==> src/rtl/mv_systolic_engine.sv <==
// DIM x DIM matrix-vector multiplier: a skewed linear chain of DIM multiply-accumulate PEs,
// one per matrix row, with the vector element forwarded PE to PE through one register each.
module mv_systolic_engine #(
    parameter int DIM       = 4,
    parameter int WIDTH     = 8,
    parameter int ACC_WIDTH = 2*WIDTH + $clog2(DIM)
) (
    input  logic                       clk,
    input  logic                       rst,
    input  logic                       start,
    input  logic                       signed_mode,
    input  logic [DIM*DIM*WIDTH-1:0]   mat,
    input  logic [DIM*WIDTH-1:0]       vec,
    output logic                       ready,
    output logic                       busy,
    output logic                       done,
    output logic [DIM*ACC_WIDTH-1:0]   mv
);

    localparam int SW = $clog2(2*DIM);
    localparam logic [SW-1:0] LAST_STEP = SW'(2*DIM-2);

    typedef enum logic [1:0] {IDLE = 2'd0, RUN = 2'd1, DONE = 2'd2} state_e;

    // Product sized so that both the unsigned and the signed extreme fit, then extended to the accumulator.
    function automatic logic signed [ACC_WIDTH-1:0] mac_term(
        input logic [WIDTH-1:0] a,
        input logic [WIDTH-1:0] b,
        input logic             sm
    );
        logic signed [WIDTH:0]     a_ext;
        logic signed [WIDTH:0]     b_ext;
        logic signed [2*WIDTH+1:0] prod;
        a_ext = $signed({sm & a[WIDTH-1], a});
        b_ext = $signed({sm & b[WIDTH-1], b});
        prod  = (2*WIDTH+2)'(a_ext) * (2*WIDTH+2)'(b_ext);
        return ACC_WIDTH'(prod);
    endfunction

    state_e                         state_q, state_d;
    logic [SW-1:0]                  step_q, step_d;
    logic                           sm_q, sm_d;
    logic [WIDTH-1:0]               mat_q [DIM][DIM];
    logic [WIDTH-1:0]               mat_d [DIM][DIM];
    logic [WIDTH-1:0]               vec_q [DIM];
    logic [WIDTH-1:0]               vec_d [DIM];
    logic [WIDTH-1:0]               fwd_q [DIM-1];
    logic [WIDTH-1:0]               fwd_d [DIM-1];
    logic signed [ACC_WIDTH-1:0]    acc_q [DIM];
    logic signed [ACC_WIDTH-1:0]    acc_d [DIM];
    logic [DIM*ACC_WIDTH-1:0]       mv_q, mv_d;

    logic [WIDTH-1:0]               mat_in_s [DIM][DIM];
    logic [WIDTH-1:0]               vec_in_s [DIM];
    logic [WIDTH-1:0]               x_s [DIM];
    logic                           accept_s;

    always_comb begin
        for (int r = 0; r < DIM; r++) begin
            for (int c = 0; c < DIM; c++) begin
                mat_in_s[r][c] = mat[(r*DIM+c)*WIDTH +: WIDTH];
            end
            vec_in_s[r] = vec[r*WIDTH +: WIDTH];
        end
    end

    always_comb begin
        state_d  = state_q;
        step_d   = step_q;
        sm_d     = sm_q;
        mat_d    = mat_q;
        vec_d    = vec_q;
        fwd_d    = fwd_q;
        acc_d    = acc_q;
        mv_d     = mv_q;
        accept_s = start && (state_q != RUN);

        // PE0 is fed directly from the captured vector; later PEs see the forwarded copy.
        x_s[0] = '0;
        for (int k = 0; k < DIM; k++) begin
            if (step_q == SW'(k)) begin
                x_s[0] = vec_q[k];
            end
        end
        for (int r = 1; r < DIM; r++) begin
            x_s[r] = fwd_q[r-1];
        end

        case (state_q)
            IDLE: begin
                if (accept_s) begin
                    state_d = RUN;
                end else begin
                    state_d = IDLE;
                end
            end
            RUN: begin
                step_d   = step_q + SW'(1);
                fwd_d[0] = x_s[0];
                for (int r = 1; r < DIM-1; r++) begin
                    fwd_d[r] = fwd_q[r-1];
                end
                // PE r holds vec[k] at step k+r; outside that window it holds its sum.
                for (int r = 0; r < DIM; r++) begin
                    for (int k = 0; k < DIM; k++) begin
                        if (int'(step_q) == r + k) begin
                            acc_d[r] = acc_q[r] + mac_term(mat_q[r][k], x_s[r], sm_q);
                        end
                    end
                end
                if (step_q == LAST_STEP) begin
                    state_d = DONE;
                    for (int r = 0; r < DIM; r++) begin
                        mv_d[r*ACC_WIDTH +: ACC_WIDTH] = acc_d[r];
                    end
                end else begin
                    state_d = RUN;
                end
            end
            DONE: begin
                if (accept_s) begin
                    state_d = RUN;
                end else begin
                    state_d = IDLE;
                end
            end
            default: begin
                state_d = IDLE;
            end
        endcase

        if (accept_s) begin
            sm_d   = signed_mode;
            mat_d  = mat_in_s;
            vec_d  = vec_in_s;
            step_d = '0;
            for (int r = 0; r < DIM; r++) begin
                acc_d[r] = '0;
            end
            for (int r = 0; r < DIM-1; r++) begin
                fwd_d[r] = '0;
            end
        end
    end

    always_ff @(posedge clk) begin
        if (rst) begin
            state_q <= IDLE;
            step_q  <= '0;
            sm_q    <= 1'b0;
            mat_q   <= '{default: '0};
            vec_q   <= '{default: '0};
            fwd_q   <= '{default: '0};
            acc_q   <= '{default: '0};
            mv_q    <= '0;
        end else begin
            state_q <= state_d;
            step_q  <= step_d;
            sm_q    <= sm_d;
            mat_q   <= mat_d;
            vec_q   <= vec_d;
            fwd_q   <= fwd_d;
            acc_q   <= acc_d;
            mv_q    <= mv_d;
        end
    end

    assign ready = (state_q != RUN);
    assign busy  = (state_q == RUN);
    assign done  = (state_q == DONE);
    assign mv    = mv_q;

endmodule

==> config.mk <==
export PLATFORM = sky130hd
export DESIGN_NAME = mv_systolic_engine
export DESIGN_NICKNAME = d
export VERILOG_FILES = /design/src/rtl/mv_systolic_engine.sv
export SDC_FILE = /design/constraint.sdc
export NUM_CORES = 2
export LEC_CHECK = 0
export ABC_CLOCK_PERIOD_IN_PS = 6600
export BUFFER_PORTS_ARGS = -buffer_cell sky130_fd_sc_hd__buf_4
export CELL_PAD_IN_SITES_DETAIL_PLACEMENT = 0
export CELL_PAD_IN_SITES_GLOBAL_PLACEMENT = 2
export CORE_MARGIN = 5
export CORE_UTILIZATION = 23
export DETAILED_ROUTE_END_ITERATION = 12
export PLACE_DENSITY = 0.55
export RECOVER_POWER = 50
export SYNTH_ARGS = -nofsm -noshare
export SYNTH_HDL_FRONTEND = slang
export SYNTH_SLANG_ARGS = --single-unit
==> constraint.sdc <==
create_clock -name clk -period 6.6 [get_ports clk]
set_input_delay 0.66 -clock clk [delete_from_list [all_inputs] [get_ports clk]]
set_output_delay 0.66 -clock clk [all_outputs]
set_load 0.02 [all_outputs]
==> summary.md <==
| Metric | Value |
|---|---|
| First-pass GRT wire length | `403,000 µm` |
| Worst skew pair latency | `0.72 ns` |
| CP arrival | `7.13 ns` |
| Core area | `0.308 mm²` |
| Reg-to-reg endpoint | `acc_q[70]` |
| Library cells used by synthesis | `75` |
| CTS H-tree depth | `2` |
| Clock sinks | `334` |
| Flop2flop setup slack | `0.03 ns` |
| Seq pwr share | `29.9%` |
| Register area | `0.00672 mm²` |
| Failing checks | `capacitance limit, slew limit` |
| Iteration-0 DRC count of the detailed router | `2,515` |
| Clk pwr share | `42.6%` |
| PortBufs | `238` |
| Vias in the first global route | `62,500` |
| Crit path time final | `6.57 ns` |
| EDFF count, synth | `0` |
| Most frequent cells in the layout | `1,410 x inv_1, 1,321 x fa_1, 1,218 x nand2_1` |
| Setup ws final | `0.0308 ns` |
| Switching Fraction | `36.3%` |
| Yosys warns | `0` |
| Setup tns final | `0 ns` |
| Max FO, Critical Path | `9` |
| Post-placement setup slack | `-0.473 ns` |
| Num rows | `204` |
| Worst IR Drop VDD | `0.205 mV` |
| Critical Path Max Stage Delay | `0.58 ns` |
| Slew Limit Fails | `162` |
| Routed vias | `56,100` |
| PD cells | `93.1 mW/mm²` |
| Int Pwr | `4.97 mW` |
| GRT Overall Usage | `16.7%` |
| Final worst path period share | `99.5%` |
| Mapped Area | `0.0710 mm²` |
| Clock Path Buffers | `3` |
| Hold Path Class | `in -> reg` |
| DR WL/cell | `20.7 µm` |
| Hold Violations, Final | `0` |
| Max-Cap Viols | `2` |
| Setup crit start | `step_q[0]` |
| Power Total | `7.81 mW` |
| Number of vias per cell | `4.39` |
| Most common cell after layout, fill and taps aside | `inv_1` |
| Worst Skew | `0.0276 ns` |
| Dpl hpwl | `213,000 µm` |
| Layout fillers | `33,300` |
| Placer congestion estimate | `0.817` |
| Clock-pin transition on the worst setup and hold timing paths | `0.07 ns` |
| Ports | `239` |
| Clk root buf | `clkbuf_16` |
| Pin count of the biggest net entering global routing | `128` |
| Slowest CP cell | `fa_2` |
| Antenna viol nets, final | `0` |
| Final WL | `265,000 µm` |
| Unrepaired setup endpoints after global routing | `yes` |
| Router iterations before antenna repair | `5` |
| Syn Area/Cell | `8.67 µm²` |
| Slew @ Worst Pin | `3.79 ns` |
| Leakage | `38.9 nW` |
| Worst slew margin | `-153%` |
| Die width | `565 µm` |
| Synth Instances | `8,179` |
| Initial antenna violation count | `8` |
| Area grow syn2layout | `18.2%` |
| Crit. End Element | `flop` |
| Num CTS Buffers | `56` |
| Main flop type after synthesis | `dfxtp_1` |
| Status | `complete, but fails checks` |
| Global route overflow | `0` |
| Sw Pwr | `2.83 mW` |
| Syn_nets | `10,400` |
| Area of the multi-input gates | `0.0581 mm²` |
| FF+latch count, synth | `334` |
| Initial Util | `23.0%` |
| CTS tree | `yes` |
| Net count, final | `10,900` |
| Ys async rst share | `0%` |
| Die Y-Extent | `565 µm` |
| Worst setup endpoint | `acc_q[70]` |
| Setup CP Type | `reg -> reg` |
| Worst EP required | `7.16 ns` |
| Reg2reg path depth | `25` |
| CP startpoint kind | `flop` |
| Share of layout cells above drive strength 1 | `11.9%` |
| Combinational share of power | `27.6%` |
| Endpoints failing setup | `0` |
| Reg2reg start | `step_q[0]` |
| Finished Layout Cells | `12,800` |
| Cells after DPL | `12,600` |
| WHS | `0.188 ns` |
| Die area | `0.320 mm²` |
| Register area share after synthesis | `9.42%` |
| Fmax | `152 MHz` |
| Drt drc | `0` |
-- sequential cells by signal, indices dropped and copies added (netlist names) --
name	count
sm_q	1
acc_q	72
step_q	3
state_q	2
vec_q	32
mat_q	128
mv	72
fwd_q	24
-- routing by layer --
metal	GRT usage, %	wire [µm]	up-vias	share of wire, %
met2	29.6	131000	696	49
met4	2.87	5140	0	1.9
li1	-	-	26300	-
met1	22.2	121000	28900	46
met3	1.78	7820	189	3.0
met5	0	0	-	0
-- power by group through the flow --
stage	sequential, mW	combinational (mW)	clock [mW]
after floorplan	2.18	1.22	0
after CTS	2.34	2.14	3.51
after detailed placement	2.38	2.09	0
after global placement	2.38	2.08	0
after global routing	2.35	2.40	3.56
final	2.33	2.15	3.32
-- critical path: cells and delay by family, from the launching register on --
family / cells / cell delay, ns
adders and majority gates: 8 / 3.02
AOI/OAI and AO/OA: 7 / 1.60
buffers and inverters: 7 / 0.77
and+or+nand+nor: 3 / 0.65
DFF: 1 / 0.37
-- Yosys cell counts (5+ instances only) --
cell type	instances	area share [%]
a211oi_1	97	1.0
a21o_1	69	0.73
a21oi_1	439	3.1
a221oi_1	8	0.099
a22o_1	10	0.12
a22oi_1	9	0.095
a311oi_1	17	0.21
a31o_2	7	0.086
a31oi_1	31	0.27
a41oi_1	5	0.062
and2_1	402	3.5
and3_1	80	0.71
buf_1	32	0.17
clkbuf_1	418	2.2
dfxtp_1	334	9.4
fa_1	1328	37
ha_1	773	14
inv_1	1425	7.5
mux2i_1	13	0.18
nand2_1	1230	6.5
nand2b_1	136	1.2
nand3_1	102	0.72
nand3b_1	16	0.17
nand4_1	7	0.062
nor2_1	308	1.6
nor2b_1	18	0.16
nor3_1	61	0.43
nor4_1	10	0.088
o211ai_1	40	0.42
o21a_1	38	0.40
o21ai_0	204	1.4
o21ai_1	5	0.035
o21bai_1	24	0.25
o221ai_1	8	0.099
o22ai_1	24	0.21
o311ai_0	5	0.062
o31ai_1	14	0.15
o41ai_1	8	0.099
or2_2	7	0.062
or3_1	13	0.11
xnor2_1	238	2.9
xor2_1	101	1.2
-- metrics by stage --
stage | instance area (µm²) | util, %
after global routing | 83900 | 27.2
after CTS | 83400 | 27.1
after global placement | 80900 | 26.3
after detailed placement | 80900 | 26.3
final | 83900 | 27.2
after floorplan | 71000 | -
-- logic make-up (layout without fill, tap and decap cells) --
| family | after synthesis | count (layout) | synth area share, % |
|---|---|---|---|
| AO/OA/AOI/OAI | 1104 | 1104 | 9.54 |
| XOR/XNOR | 339 | 339 | 4.18 |
| adder cells (fa/ha/maj) | 2101 | 2101 | 51.1 |
| buffers and inverters | 1879 | 2337 | 9.95 |
| flip-flops | 334 | 334 | 9.42 |
| multiplexers | 15 | 15 | 0.215 |
| other | 0 | 7 | 0 |
| AND/OR/NAND/NOR | 2407 | 2407 | 15.6 |
-- area by class of cell --
cell class | instances | area share [%]
clock buffers | 76 | 1.96
clock inverters | 26 | 0.409
inverters | 1426 | 6.40
diodes | 7 | 0.0209
repair buffers | 809 | 7.80
multi-input cells | 5966 | 69.3
flip-flops and latches | 334 | 8.01
well taps | 4120 | 6.15
-- worst min-delay path by stage --
stage	startpoint	to	slack [ns]	cells past startpoint
2_1_floorplan	vec_q[10]	vec_q[10]	0.44	2
3_3_place_gp	mv[67]	mv[67]	0.45	2
3_5_place_dp	vec_q[9]	vec_q[9]	0.45	2
4_1_cts	mat[32]	mat_q[88]	0.09	3
5_1_grt	mat[33]	mat_q[89]	0.14	3
6_report	mat[32]	mat_q[88]	0.19	3
-- repair_timing --
| item | in CTS | in global routing |
|---|---|---|
| pin swaps | 40 | 78 |
| cloned | 2 | 1 |
| setup buffers | 9 | 15 |
| setup endpoints to repair | 22 | 30 |
| hold buffers | 0 | 0 |
| gates resized for setup | 93 | 156 |
Power figures use the tool's default switching activity.
